===== config.mk =====
export PLATFORM = sky130hd
export DESIGN_NAME = qbus_tty
export DESIGN_NICKNAME = d
export VERILOG_FILES = /design/src/rtl/qbus_tty_pkg.sv /design/src/rtl/qbus_tty_uart.sv /design/src/rtl/qbus_tty.sv
export SDC_FILE = /design/constraint.sdc
export NUM_CORES = 1
export LEC_CHECK = 0
export ABC_CLOCK_PERIOD_IN_PS = 4200
export CAP_MARGIN = 30
export CORE_MARGIN = 4
export CORE_UTILIZATION = 60
export DETAILED_ROUTE_END_ITERATION = 8
export PLACE_DENSITY = 0.8
export SYNTH_ARGS = -nofsm -noshare
export SYNTH_HDL_FRONTEND = slang
export SYNTH_HIERARCHICAL = 1
export SYNTH_SLANG_ARGS = --single-unit

===== constraint.sdc =====
create_clock -name pin_clk -period 4.2 [get_ports pin_clk]
set_input_delay 0.84 -clock pin_clk [delete_from_list [all_inputs] [get_ports pin_clk]]
set_output_delay 0.84 -clock pin_clk [all_outputs]
set_load 0.01 [all_outputs]

===== src/rtl/qbus_tty_pkg.sv =====
// Shared definitions for the qbus_tty console: register offsets, CSR bit
// positions and the bus / UART state encodings.
package qbus_tty_pkg;
    localparam logic [2:0] OFF_RCSR = 3'd0;
    localparam logic [2:0] OFF_RBUF = 3'd2;
    localparam logic [2:0] OFF_XCSR = 3'd4;
    localparam logic [2:0] OFF_XBUF = 3'd6;

    localparam int CSR_DONE = 7;
    localparam int CSR_IE   = 6;
    localparam int CSR_ERR  = 15;

    typedef enum logic [1:0] {BUS_IDLE, BUS_RD, BUS_WR, BUS_VEC} bus_state_e;
    typedef enum logic [1:0] {U_IDLE, U_START, U_DATA, U_STOP} uart_state_e;

    function automatic logic [15:0] csr_word(input logic flag, input logic ie);
        logic [15:0] w;
        w           = '0;
        w[CSR_DONE] = flag;
        w[CSR_IE]   = ie;
        return w;
    endfunction
endpackage


===== src/rtl/qbus_tty_uart.sv =====
// 8N1 transmitter and receiver with independent baud counters.
// RX re-checks the start bit half a bit after the falling edge.
module qbus_tty_uart
    import qbus_tty_pkg::*;
#(
    parameter int BAUD_DIV = 434
) (
    input  logic       clk,
    input  logic       rst_n,
    input  logic       tx_load,
    input  logic [7:0] tx_data,
    output logic       tx_busy,
    output logic       txd,
    input  logic       rxd,
    output logic       rx_strobe,
    output logic [7:0] rx_data
);
    localparam int CW = $clog2(BAUD_DIV);
    localparam logic [CW-1:0] LAST = CW'(BAUD_DIV - 1);
    localparam logic [CW-1:0] MID  = CW'(BAUD_DIV / 2 - 1);

    uart_state_e   tx_st_q, tx_st_d, rx_st_q, rx_st_d;
    logic [CW-1:0] tx_cnt_q, tx_cnt_d, rx_cnt_q, rx_cnt_d;
    logic [2:0]    tx_bit_q, tx_bit_d, rx_bit_q, rx_bit_d;
    logic [7:0]    tx_sh_q, tx_sh_d, rx_sh_q, rx_sh_d, rx_dat_q, rx_dat_d;
    logic          txd_q, txd_d, rx_stb_q, rx_stb_d;
    logic          rx_meta_q, rx_s_q, rx_prev_q;

    always_comb begin
        tx_st_d  = tx_st_q;
        tx_cnt_d = (tx_cnt_q == LAST) ? '0 : tx_cnt_q + 1'b1;
        tx_bit_d = tx_bit_q;
        tx_sh_d  = tx_sh_q;
        txd_d    = txd_q;
        case (tx_st_q)
            U_IDLE: begin
                tx_cnt_d = '0;
                if (tx_load) begin
                    tx_st_d = U_START;
                    tx_sh_d = tx_data;
                    txd_d   = 1'b0;
                end
            end
            U_START: if (tx_cnt_q == LAST) begin
                tx_st_d  = U_DATA;
                tx_bit_d = '0;
                txd_d    = tx_sh_q[0];
                tx_sh_d  = tx_sh_q >> 1;
            end
            U_DATA: if (tx_cnt_q == LAST) begin
                if (tx_bit_q == 3'd7) begin
                    tx_st_d = U_STOP;
                    txd_d   = 1'b1;
                end else begin
                    txd_d    = tx_sh_q[0];
                    tx_sh_d  = tx_sh_q >> 1;
                    tx_bit_d = tx_bit_q + 1'b1;
                end
            end
            default: if (tx_cnt_q == LAST) tx_st_d = U_IDLE;
        endcase
    end

    always_comb begin
        rx_st_d  = rx_st_q;
        rx_cnt_d = (rx_cnt_q == LAST) ? '0 : rx_cnt_q + 1'b1;
        rx_bit_d = rx_bit_q;
        rx_sh_d  = rx_sh_q;
        rx_dat_d = rx_dat_q;
        rx_stb_d = 1'b0;
        case (rx_st_q)
            U_IDLE: begin
                rx_cnt_d = '0;
                if (rx_prev_q && !rx_s_q) rx_st_d = U_START;
            end
            U_START: if (rx_cnt_q == MID) begin
                rx_cnt_d = '0;
                rx_bit_d = '0;
                rx_st_d  = rx_s_q ? U_IDLE : U_DATA;
            end
            U_DATA: if (rx_cnt_q == LAST) begin
                rx_sh_d  = {rx_s_q, rx_sh_q[7:1]};
                rx_bit_d = rx_bit_q + 1'b1;
                if (rx_bit_q == 3'd7) rx_st_d = U_STOP;
            end
            default: if (rx_cnt_q == LAST) begin
                rx_st_d = U_IDLE;
                // A low stop bit is a framing error: drop the character.
                if (rx_s_q) begin
                    rx_stb_d = 1'b1;
                    rx_dat_d = rx_sh_q;
                end
            end
        endcase
    end

    always_ff @(posedge clk or negedge rst_n) begin
        if (!rst_n) begin
            tx_st_q   <= U_IDLE;
            tx_cnt_q  <= '0;
            tx_bit_q  <= '0;
            tx_sh_q   <= '0;
            txd_q     <= 1'b1;
            rx_st_q   <= U_IDLE;
            rx_cnt_q  <= '0;
            rx_bit_q  <= '0;
            rx_sh_q   <= '0;
            rx_dat_q  <= '0;
            rx_stb_q  <= 1'b0;
            rx_meta_q <= 1'b1;
            rx_s_q    <= 1'b1;
            rx_prev_q <= 1'b1;
        end else begin
            tx_st_q   <= tx_st_d;
            tx_cnt_q  <= tx_cnt_d;
            tx_bit_q  <= tx_bit_d;
            tx_sh_q   <= tx_sh_d;
            txd_q     <= txd_d;
            rx_st_q   <= rx_st_d;
            rx_cnt_q  <= rx_cnt_d;
            rx_bit_q  <= rx_bit_d;
            rx_sh_q   <= rx_sh_d;
            rx_dat_q  <= rx_dat_d;
            rx_stb_q  <= rx_stb_d;
            rx_meta_q <= rxd;
            rx_s_q    <= rx_meta_q;
            rx_prev_q <= rx_s_q;
        end
    end

    assign tx_busy   = (tx_st_q != U_IDLE);
    assign txd       = txd_q;
    assign rx_strobe = rx_stb_q;
    assign rx_data   = rx_dat_q;
endmodule


===== src/rtl/qbus_tty.sv =====
// DL11-style console slave on the inverted QBUS: RCSR/RBUF/XCSR/XBUF, vectored
// interrupts with daisy chain. Define QBUS_TTY_LOOP_EN to loop txd into the receiver.
module qbus_tty
    import qbus_tty_pkg::*;
#(
    parameter int          BAUD_DIV  = 434,
    parameter logic [15:0] BASE_ADDR = 16'o177560,
    parameter logic [15:0] RX_VECTOR = 16'o000060,
    parameter logic [15:0] TX_VECTOR = 16'o000064
) (
    input  logic        pin_clk,
    input  logic        pin_init_n,
    input  logic        sync_n,
    input  logic        din_n,
    input  logic        dout_n,
    input  logic        wtbt_n,
    input  logic        iako_n,
    input  logic [15:0] ad_in_n,
    output logic [15:0] ad_out_n,
    output logic        ad_oe,
    output logic        rply_n,
    output logic        virq_n,
    output logic        iako_out_n,
    input  logic        rxd,
    output logic        txd
);
    logic [1:0]  sync_ff_q, din_ff_q, dout_ff_q, iako_ff_q;
    logic        sync_s, din_s, dout_s, iako_s, addr_vld, sel, req_any;
    logic        sync_prev_q, byte_q;
    logic [15:0] addr_q, out_q, out_d, rd_word;
    logic [2:0]  reg_off;
    bus_state_e  state_q, state_d;
    logic        rply_q, rply_d, iako_out_q, iako_out_d;
    logic        rx_ie_q, rx_ie_d, tx_ie_q, tx_ie_d, tx_rdy_q, tx_rdy_d;
    logic        rx_done_q, rx_done_d, rx_err_q, rx_err_d;
    logic        rx_req_q, rx_req_d, tx_req_q, tx_req_d, rx_lvl_q, tx_lvl_q;
    logic [7:0]  rbuf_q, rbuf_d, uart_rx_data;
    logic        tx_load, tx_busy, uart_rxd, uart_rx_strobe;

    assign sync_s   = sync_ff_q[1];
    assign din_s    = din_ff_q[1];
    assign dout_s   = dout_ff_q[1];
    assign iako_s   = iako_ff_q[1];
    assign addr_vld = sync_s && sync_prev_q;
    assign sel      = (addr_q[15:3] == BASE_ADDR[15:3]);
    assign reg_off  = {addr_q[2:1], 1'b0};
    assign req_any  = rx_req_q || tx_req_q;

    always_comb begin
        case (reg_off)
            OFF_RCSR: rd_word = csr_word(rx_done_q, rx_ie_q);
            OFF_RBUF: rd_word = {rx_err_q, 7'b0, rbuf_q};
            OFF_XCSR: rd_word = csr_word(tx_rdy_q, tx_ie_q);
            default:  rd_word = '0;
        endcase
    end

    always_comb begin
        state_d   = state_q;
        out_d     = out_q;
        rx_ie_d   = rx_ie_q;
        tx_ie_d   = tx_ie_q;
        rx_done_d = rx_done_q;
        rx_err_d  = rx_err_q;
        rbuf_d    = rbuf_q;
        tx_load   = 1'b0;
        rx_req_d  = rx_req_q || (rx_done_q && rx_ie_q && !rx_lvl_q);
        tx_req_d  = tx_req_q || (tx_rdy_q && tx_ie_q && !tx_lvl_q);
        case (state_q)
            BUS_IDLE: begin
                if (addr_vld && sel && din_s) begin
                    state_d = BUS_RD;
                    out_d   = rd_word;
                    if (reg_off == OFF_RBUF) begin
                        rx_done_d = 1'b0;
                        rx_err_d  = 1'b0;
                    end
                end else if (addr_vld && sel && dout_s) begin
                    state_d = BUS_WR;
                    if (!(byte_q && addr_q[0])) begin
                        case (reg_off)
                            OFF_RCSR: rx_ie_d = ~ad_in_n[CSR_IE];
                            OFF_XCSR: tx_ie_d = ~ad_in_n[CSR_IE];
                            OFF_XBUF: tx_load = tx_rdy_q;
                            default:  ;
                        endcase
                    end
                end else if (iako_s && din_s && req_any) begin
                    state_d = BUS_VEC;
                    if (rx_req_q) begin
                        out_d    = RX_VECTOR;
                        rx_req_d = 1'b0;
                    end else begin
                        out_d    = TX_VECTOR;
                        tx_req_d = 1'b0;
                    end
                end
            end
            BUS_RD:  if (!din_s || !sync_s) state_d = BUS_IDLE;
            BUS_WR:  if (!dout_s || !sync_s) state_d = BUS_IDLE;
            // IAK cycles run without SYNC, so only DIN ends them.
            default: if (!din_s) state_d = BUS_IDLE;
        endcase
        // A completing character beats a simultaneous RBUF read.
        if (uart_rx_strobe) begin
            rx_err_d  = rx_err_d || rx_done_d;
            rx_done_d = 1'b1;
            rbuf_d    = uart_rx_data;
        end
        tx_rdy_d = tx_load ? 1'b0 : (tx_rdy_q || !tx_busy);
        if (!rx_ie_q) rx_req_d = 1'b0;
        if (!tx_ie_q) tx_req_d = 1'b0;
        rply_d     = !(state_q != BUS_IDLE && state_d != BUS_IDLE);
        iako_out_d = !(iako_s && !req_any && state_q != BUS_VEC && state_d != BUS_VEC);
    end

    always_ff @(posedge pin_clk or negedge pin_init_n) begin
        if (!pin_init_n) begin
            sync_ff_q   <= '0;
            din_ff_q    <= '0;
            dout_ff_q   <= '0;
            iako_ff_q   <= '0;
            sync_prev_q <= 1'b0;
            addr_q      <= '0;
            byte_q      <= 1'b0;
            state_q     <= BUS_IDLE;
            out_q       <= '0;
            rply_q      <= 1'b1;
            iako_out_q  <= 1'b1;
            rx_ie_q     <= 1'b0;
            tx_ie_q     <= 1'b0;
            tx_rdy_q    <= 1'b1;
            rx_done_q   <= 1'b0;
            rx_err_q    <= 1'b0;
            rbuf_q      <= '0;
            rx_req_q    <= 1'b0;
            tx_req_q    <= 1'b0;
            rx_lvl_q    <= 1'b0;
            tx_lvl_q    <= 1'b0;
        end else begin
            sync_ff_q   <= {sync_ff_q[0], ~sync_n};
            din_ff_q    <= {din_ff_q[0], ~din_n};
            dout_ff_q   <= {dout_ff_q[0], ~dout_n};
            iako_ff_q   <= {iako_ff_q[0], ~iako_n};
            sync_prev_q <= sync_s;
            if (sync_s && !sync_prev_q) begin
                addr_q <= ~ad_in_n;
                byte_q <= ~wtbt_n;
            end
            state_q     <= state_d;
            out_q       <= out_d;
            rply_q      <= rply_d;
            iako_out_q  <= iako_out_d;
            rx_ie_q     <= rx_ie_d;
            tx_ie_q     <= tx_ie_d;
            tx_rdy_q    <= tx_rdy_d;
            rx_done_q   <= rx_done_d;
            rx_err_q    <= rx_err_d;
            rbuf_q      <= rbuf_d;
            rx_req_q    <= rx_req_d;
            tx_req_q    <= tx_req_d;
            rx_lvl_q    <= rx_done_q && rx_ie_q;
            tx_lvl_q    <= tx_rdy_q && tx_ie_q;
        end
    end

`ifdef QBUS_TTY_LOOP_EN
    assign uart_rxd = txd;
`else
    assign uart_rxd = rxd;
`endif

    qbus_tty_uart #(.BAUD_DIV(BAUD_DIV)) u_uart (
        .clk       (pin_clk),
        .rst_n     (pin_init_n),
        .tx_load   (tx_load),
        .tx_data   (~ad_in_n[7:0]),
        .tx_busy   (tx_busy),
        .txd       (txd),
        .rxd       (uart_rxd),
        .rx_strobe (uart_rx_strobe),
        .rx_data   (uart_rx_data)
    );

    assign ad_oe      = (state_q == BUS_RD) || (state_q == BUS_VEC);
    assign ad_out_n   = ad_oe ? ~out_q : 16'hFFFF;
    assign rply_n     = rply_q;
    assign virq_n     = !req_any;
    assign iako_out_n = iako_out_q;
endmodule


# [After elaboration in Yosys (flattened, before gate mapping)]
# Cells that the tools add are included.
[word_totals] ff_bits=120 input_bits=24 out_inout_bits=21
[op_classes] addsub=4 eq_ne=28 muxes=77 bitwise=12 reduce_logical=61
[ops] operator="$mux W16" count=4
[ops] operator="$pmux W16 S3" count=1
[ops] operator="$mux W9" count=4
[ops] operator="$mux W2" count=17
[ops] operator="$mux W1" count=33
[ops] operator="$mux W8" count=4
[ops] operator="$not A16 Y16" count=2
[ops] operator="$reduce_and A5 Y1" count=5
[ops] operator="$pmux W8 S3" count=1
[ops] operator="$add A9 B1 Y9 const B" count=2
[ops] operator="$eq A9 B9 Y1 const B" count=2
[ops] operator="$mux W3" count=6
[ops] operator="$pmux W2 S3" count=3
[ops] operator="$pmux W9 S2" count=1
[ops] operator="$logic_and A1 B1 Y1" count=17
[ops] operator="$ne A2 B1 Y1 const B" count=7
[ops] operator="$reduce_bool A2 Y1" count=7
[ops] operator="$eq A13 B13 Y1 const B" count=1
[ops] operator="$eq A2 B2 Y1 const B" count=6
[ops] operator="$pmux W3 S2" count=2
[ops] operator="$logic_not A1 Y1" count=11
[ops] operator="$ne A2 B2 Y1 const B" count=5
[ops] operator="$eq A9 B8 Y1 const B" count=1
[ops] operator="$not A1 Y1" count=9
[ops] operator="13 further kinds" count=31

# [Longest topological paths before layout]
# Gate-level depths: netlist of run 1.
[depth] ltp_word=9 ltp_mapped=8

# [By module]
# Netlist of run 1, hierarchy kept.
[by_module_without_submodules] mod="qbus_tty_uart" n_inst=1 cells_per_inst=242 area_per_inst_um2=2834.0
[by_module_without_submodules] mod="qbus_tty" n_inst=1 cells_per_inst=222 area_per_inst_um2=2353.5

# [Worst setup path before layout of run 1]
# Ideal clock, no wire load.
[synth_timing] kind="reg2reg" start="register addr_q[7]" end="register u_uart.tx_sh_q[7]" setup_ns=0.120 arrival_ns=2.545 path_slack_ns=1.535 path_stages_with_launch=9 n_path_buf=0 period_less_slack_ns=2.665 path_cell_list="dfrtp_1 -> nand4b_1 -> nor4_1 -> nand2_1 -> nor3_1 -> nor2b_2 -> nor3_1 -> a221oi_1 -> a41o_1"
[synth_between] elab_chain_cells=8 word_cells_on_any_way=9 cone_classes="eq/ne (2); mux (3); reduce/logical (4)"
[synth_rtl] element="start: declaration" line="qbus_tty.sv:30" source="logic [15:0] addr_q, out_q, out_d, rd_word;"
[synth_rtl] element="start signal: assignment" line="qbus_tty.sv:147" source="addr_q <= ~ad_in_n;"
[synth_rtl] element="$eq A13 B13 Y1 (*)" line="qbus_tty.sv:45" source="assign sel = (addr_q[15:3] == BASE_ADDR[15:3]);"
[synth_rtl] element="$logic_and A1 B1 Y1 (*)" line="qbus_tty.sv:71, qbus_tty.sv:78"
[synth_rtl] element="$logic_and A1 B1 Y1" line="qbus_tty.sv:78" source="end else if (addr_vld && sel && dout_s) begin"
[synth_rtl] element="$mux W1" line="qbus_tty.sv:78"
[synth_rtl] element="$mux W1 (*)" line="qbus_tty.sv:71" source="if (addr_vld && sel && din_s) begin"
[synth_rtl] element="$mux W1 (*)" line="qbus_tty.sv:69" source="case (state_q)"
[synth_rtl] element="via tx_load" line="qbus_tty.sv:38" source="logic tx_load, tx_busy, uart_rxd, uart_rx_strobe;"
[synth_rtl] element="$ne A2 B2 Y1 (no line) (*)"
[synth_rtl] element="$reduce_and A5 Y1 (no line) (*)"
[synth_rtl] element="end signal: assignment" line="qbus_tty_uart.sv:117" source="tx_sh_q <= tx_sh_d;"
[synth_rtl] element="end: declaration" line="qbus_tty_uart.sv:25" source="logic [7:0] tx_sh_q, tx_sh_d, rx_sh_q, rx_sh_d, rx_dat_q, rx_dat_d;"
# Mark *: on every way through the listed nets, which the timed path passes. The rest lies on a longest branch.
# A chain may end at the register's enable or synchronous reset.

# [Final worst setup path of run 1]
# Ends and elaborated chain as after synthesis.

==> flow_metrics.env, run 1 <==
export IMPL_worstMarginPinSlew_ns=0.872
export IMPL_synth_cell_types=68
export IMPL_crit_start="addr_q[7]"
export IMPL_async_flop_share=1.00
export IMPL_critPathArrivalTime_ns=3.16
export IMPL_hold_violations=0
export IMPL_synth_area_mm2=0.00519
export IMPL_start_kind="flop"
export IMPL_r2r_end="u_uart/tx_sh_q[7]"
export IMPL_drv_slew=0
export IMPL_drcViolationCount=0
export IMPL_overflow=0
export IMPL_setup_ws_ns=1.44
export IMPL_timing_rr_start="addr_q[7]"
export IMPL_max_freq_ghz=0.363
export IMPL_pin_count=45
export IMPL_synth_cells=464
export IMPL_max_cap_violations=0
export IMPL_areaGrowthSynthToFinish_pct=19.4
export IMPL_setup_violations_final=0
export IMPL_power_switching_uw=1050
export IMPL_min_period_ns=2.76
export IMPL_nets=541
export IMPL_fin_crit_sh=0.657
export IMPL_synthFlopType="dfrtp_1"
export IMPL_cts_path_max_buffers=2
export IMPL_clockPowerShare=0.412
export IMPL_grt_max_degree=66
export IMPL_skew_ns=0.0101
export IMPL_required_ns=4.60
export IMPL_yosysTopAreaCellShare=0.511
export IMPL_num_antenna_cells=0
export IMPL_h_tree_depth=4
export IMPL_clock_latency_ns=0.51
export IMPL_clkTransAtPathRegs_ns=0.05
export IMPL_vias=3613
export IMPL_dieArea_mm2=0.0102
export IMPL_drive_above_1_share=0.167
export IMPL_port_buffers=37
export IMPL_min_from="din_ff_q[0]"
export IMPL_syn_area_per_cell_um2=11.2
export IMPL_power_frac_seq=0.373
export IMPL_p_leak_uw=0.00285
export IMPL_hpwl_mm=6.75
export IMPL_p_int_uw=2520
export IMPL_status="complete, no violations"
export IMPL_irDropWorstVdd_mv=0.513
export IMPL_grt_pass1_wl_mm=17.8
export IMPL_ys_ff_latch=113
export IMPL_die_h_um=101
export IMPL_vias_per_cell=5.82
export IMPL_end_kind="flop"
export IMPL_whs_path_depth=0
export IMPL_initial_core_util=0.625
export IMPL_r2r_worst_path_cells=9
export IMPL_pwr_density_cell_mw_per_mm2=577
export IMPL_ant_nets=0
export IMPL_wire_per_inst_um=16.7
export IMPL_cts_buffers=17
export IMPL_power_uw=3570
export IMPL_rrSetupSlack_ns=1.44
export IMPL_relSlewSlack=0.414
export IMPL_grt_usage=0.224
export IMPL_hp_class="flop to flop"
export IMPL_dpl_worst_slack_ns=1.49
export IMPL_cts_resized=0
export IMPL_yosys_warnings=6
export IMPL_clkSinkCount=113
export IMPL_wl_mm=10.4
export IMPL_cts_root_buf="clkbuf_8"
export IMPL_drt_iter0_drc=261
export IMPL_final_util=0.746
export IMPL_hold_end="din_ff_q[1]"
export IMPL_path_class="flop to flop"
export IMPL_grt_pass1_vias=3721
export IMPL_yosysSeqAreaShare=0.547
export IMPL_core_area_mm2=0.00830
export IMPL_rsz0062_at_grt="no"
export IMPL_cts_tree="done"
export IMPL_synth_edf_count=0
export IMPL_cp_max_fo=8
export IMPL_place_gp_congestion=0.832
export IMPL_holdWs_ns=0.352
export IMPL_power_frac_comb=0.215
export IMPL_cts_hold_buf=0
export IMPL_dr_pass1_iters=4
export IMPL_swShare=0.294
export IMPL_synth_top_area_cell="dfrtp_1"
export IMPL_die_w_um=101
export IMPL_cts_setup_buffers=0
export IMPL_rows=33
export IMPL_antenna_found_initial=0
export IMPL_setup_tns_ns=0
export IMPL_synthTopCellsByArea="dfrtp_1 51%, mux2_2 5.2%, dfstp_2 3.5%"
## cell families after synthesis
kind of cell    count (synthesis)  share of synthesized area
simple gates                  153                      0.161
buf+inv                        51                     0.0466
mux                            40                     0.0835
xor+xnor                       13                     0.0219
fa+ha+maj                      13                     0.0314
other cells                     1                   0.000723
flops                         113                      0.547
compound gates                 80                      0.108
## critical path: stages (launching register included)
cell,delay [ns]
dfrtp_1,0.37
nand4b_1,0.18
nor4_1,0.27
buf_4,0.20
nand2_1,0.07
nor3_1,0.30
nor2b_2,0.13
nor3_1,0.67
a221oi_1,0.21
a41o_1,0.25
## placed cells by master, fill, tap and decap left out, types with 13 or more instances in the layout
| cell type | instances |
|---|---|
| nor2_1 | 29 |
| mux2_2 | 24 |
| nand2_1 | 46 |
| o21ai_0 | 26 |
| ha_1 | 13 |
| clkdlybuf4s50_1 | 36 |
| clkbuf_16 | 16 |
| inv_1 | 26 |
| dfrtp_1 | 106 |
| mux2i_1 | 14 |
## sequential cells by signal, indices dropped and copies added, names as in the netlist, 8 cells and up
name / flops
addr_q: 16
out_q: 9
u_uart/rx_cnt_q: 9
u_uart/tx_cnt_q: 9
rbuf_q: 8
u_uart/rx_data: 8
u_uart/rx_sh_q: 8
u_uart/tx_sh_q: 8
## metal layers
| layer | routed length (um) | global-route usage |
|---|---|---|
| met1 | 4490 | 0.285 |
| met3 | 498 | 0.0581 |
| met4 | 125 | 0.0818 |
| met5 | 0 | 0 |
| met2 | 5260 | 0.372 |
## cell type report
type,count,area (um2)
flip-flops and latches,113,2840
multi-input cells,306,2130
fillers,574,2100
clock buffers,20,445
repair buffers,40,390
clock inverters,11,161
well taps,105,131
inverters,26,97.6
## power by group through the flow
stage / Combinational, uW / Sequential [uW] / Clock, uW
4_1_cts: 768 / 1330 / 1480
3_3_place_gp: 723 / 1340 / 0
2_1_floorplan: 585 / 1320 / 0
3_5_place_dp: 749 / 1340 / 0
6_report: 766 / 1330 / 1470
5_1_grt: 843 / 1350 / 1550
## synth_stat cells, types with 2 or more instances
master	count
dfrtp_1	106
nand2_1	46
nor2_1	29
inv_1	26
o21ai_0	26
mux2_2	24
mux2i_1	14
ha_1	13
clkbuf_1	11
nand3_1	11
nand4_1	11
a221oi_1	9
nor3_1	9
xnor2_1	8
a31oi_1	7
buf_4	7
dfstp_2	7
a21oi_1	6
and3_1	6
o211ai_1	5
xor2_1	5
and2_1	4
nor4_1	4
o21a_1	4
nand3b_1	3
nor2b_1	3
o21ai_1	3
o2bb2ai_1	3
or4b_1	3
a21boi_0	2
a221o_1	2
buf_2	2
buf_6	2
clkbuf_2	2
mux2_1	2
nand4b_1	2
nor2_2	2
nor3b_2	2
o21ai_2	2
o21ai_4	2
o21bai_1	2
## per-stage QoR
stage                     cell area [um2]  std cells
after floorplan                      5210        470
after global placement               5590        590
after detailed placement             5590        590
after CTS                            6190        621
after global routing                 6190        621
final                                6190        621
## how the worst max path moves through the flow
stage / slack (ns) / end / cells after the start
2_1_floorplan: 1.53 / u_uart/tx_sh_q[7] / 8
3_3_place_gp: 1.55 / u_uart/tx_sh_q[7] / 9
3_5_place_dp: 1.49 / u_uart/tx_sh_q[7] / 9
4_1_cts: 1.45 / u_uart/tx_sh_q[7] / 9
5_1_grt: 1.17 / u_uart/tx_sh_q[7] / 9
6_report: 1.44 / u_uart/tx_sh_q[7] / 9
Note: power is estimated with default switching activity, not from simulation.
==> run 2, diff against run 1 <==
- ABC_CLOCK_PERIOD_IN_PS: 4200 -> 2600
- CORE_UTILIZATION: 60 -> 58
- PLACE_DENSITY: 0.8 -> 0.78
- clock period: 4.2 -> 2.6 ns (I/O delays scaled with it)
==> run 2 against run 1 <==
Effect of this change: sequential cell count unchanged; sequential share of layout area down 0.67 points; critical endpoint is now virq_n; clock-buffer cell count up 2; combinational power up 67%; via count up 0.19%; first-iteration DRC count down 30%; non-clock buffer count up 4; worst hold slack worse by 0.013 ns; core utilization down 2.6 points; total power up 66%; worst setup slack worse by 1.2 ns.
==> flow_metrics.env, run 2 (same netlist as run 1, synthesis figures left out) <==
export IMPL_cts_root_buf="clkbuf_8"
export IMPL_cts_tree="done"
export IMPL_die_w_um=103
export IMPL_relSlewSlack=0.434
export IMPL_ant_nets=0
export IMPL_grt_max_degree=49
export IMPL_path_class="flop to output port"
export IMPL_drv_slew=0
export IMPL_clkTransAtPathRegs_ns=0.05
export IMPL_max_freq_ghz=0.417
export IMPL_multiInputGateArea_mm2=0.00214
export IMPL_required_ns=2.08
export IMPL_cts_resized=0
export IMPL_status="complete, no violations"
export IMPL_clock_latency_ns=0.51
export IMPL_initial_core_util=0.595
export IMPL_pin_count=45
export IMPL_end_kind="output port"
export IMPL_num_antenna_cells=0
export IMPL_die_h_um=103
export IMPL_largest_reg_flops=16
export IMPL_overflow=0
export IMPL_layout_common_cells="106 x dfrtp_1, 46 x nand2_1, 36 x clkdlybuf4s50_1"
export IMPL_setup_tns_ns=0
export IMPL_final_common_cell="dfrtp_1"
export IMPL_start_kind="flop"
export IMPL_grt_pass1_vias=3658
export IMPL_slowest_stage="clkdlybuf4s50_1"
export IMPL_crit_path_max_incr_delay_ns=0.61
export IMPL_clkSinkCount=113
export IMPL_drive_above_1_share=0.173
export IMPL_fillers=602
export IMPL_setup_violations_final=0
export IMPL_max_cap_violations=0
export IMPL_dr_pass1_iters=6
export IMPL_rows=34
export IMPL_antenna_found_initial=0
export IMPL_areaGrowthSynthToFinish_pct=21.2
export IMPL_min_period_ns=2.40
export IMPL_pwr_density_cell_mw_per_mm2=941
export IMPL_critPathArrivalTime_ns=1.88
export IMPL_worstPathCellList="nor2_1 > clkdlybuf4s50_1"
export IMPL_wl_mm=10.2
export IMPL_hpwl_mm=6.65
export IMPL_cts_buffers=17
export IMPL_cts_path_max_buffers=2
export IMPL_grt_usage=0.208
export IMPL_core_area_mm2=0.00872
export IMPL_drt_iter0_drc=183
export IMPL_cts_setup_buffers=0
export IMPL_nets=545
export IMPL_irDropWorstVdd_mv=0.717
export IMPL_rsz0062_at_grt="no"
export IMPL_worstMarginPinSlew_ns=0.849
export IMPL_place_gp_congestion=0.844
export IMPL_fin_crit_sh=0.923
export IMPL_wire_per_inst_um=16.2
export IMPL_hp_class="flop to flop"
export IMPL_final_seq_area_mm2=0.00284
export IMPL_skew_ns=0.00955
export IMPL_dieArea_mm2=0.0105
export IMPL_holdWs_ns=0.339
export IMPL_regMostFlops="addr_q"
export IMPL_vias_per_cell=5.76
export IMPL_cp_max_fo=5
export IMPL_power_uw=5910
export IMPL_h_tree_depth=4
export IMPL_grt_pass1_wl_mm=17.0
export IMPL_port_buffers=37
export IMPL_drcViolationCount=0
export IMPL_hold_violations=0
export IMPL_p_leak_uw=0.00288
export IMPL_vias=3620
-- run 2: path summary, 6_finish.rpt --
kind / from / to / slack [ns] / cells past startpoint
max: rx_req_q / virq_n / 0.20 / 2
min: dout_ff_q[0] / dout_ff_q[1] / 0.34 / 0
max reg2reg: sync_ff_q[1] / u_uart/tx_sh_q[5] / 0.36 / 9
min reg2reg: dout_ff_q[0] / dout_ff_q[1] / 0.34 / 0
max in group asynchronous: pin_init_n / u_uart/txd / 1.42 / 3
min in group asynchronous: pin_init_n / out_q[5] / 0.51 / 2
-- run 2: critical path, delay by kind of cell (launching register included) --
family / cells / cell delay (ns)
buffers and inverters: 1 / 0.61
DFF: 1 / 0.44
and+or+nand+nor: 1 / 0.33
-- run 2: power breakdown --
part | switching (uW) | internal (uW)
sequential | 179 | 1970
clock | 762 | 1720
combinational | 738 | 539
total | 1680 | 4240
-- run 2: layer usage --
| metal | vias up | global-route usage | share of wire |
|---|---|---|---|
| li1 | 1715 | - | - |
| met4 | 0 | 0.0777 | 0.016 |
| met1 | 1789 | 0.271 | 0.44 |
| met2 | 97 | 0.330 | 0.49 |
| met3 | 19 | 0.0643 | 0.051 |
| met5 | - | 0 | 0 |
-- run 2: repair_timing --
action                                  in CTS  in global routing
hold buffers                                 1                  0
hold endpoints to repair                    29                  0
endpoints found under the setup margin       0                  0
-- run 2: cell type report --
type	count	area share
Sequential cell	113	0.451
Timing Repair Buffer	44	0.0693
Tap cell	108	0.0215
Clock inverter	10	0.0287
Clock buffer	22	0.0736
Inverter	26	0.0155
Multi-Input combinational cell	306	0.340
-- run 2: through the flow --
stage	utilization	worst slack, ns	cell area [um2]	instances
2_1_floorplan	-	0.145	5220	470
5_1_grt	0.721	0.125	6290	629
6_report	0.721	0.201	6290	629
4_1_cts	0.721	0.202	6290	629
3_5_place_dp	0.646	0.407	5630	596
3_3_place_gp	0.646	0.475	5630	596
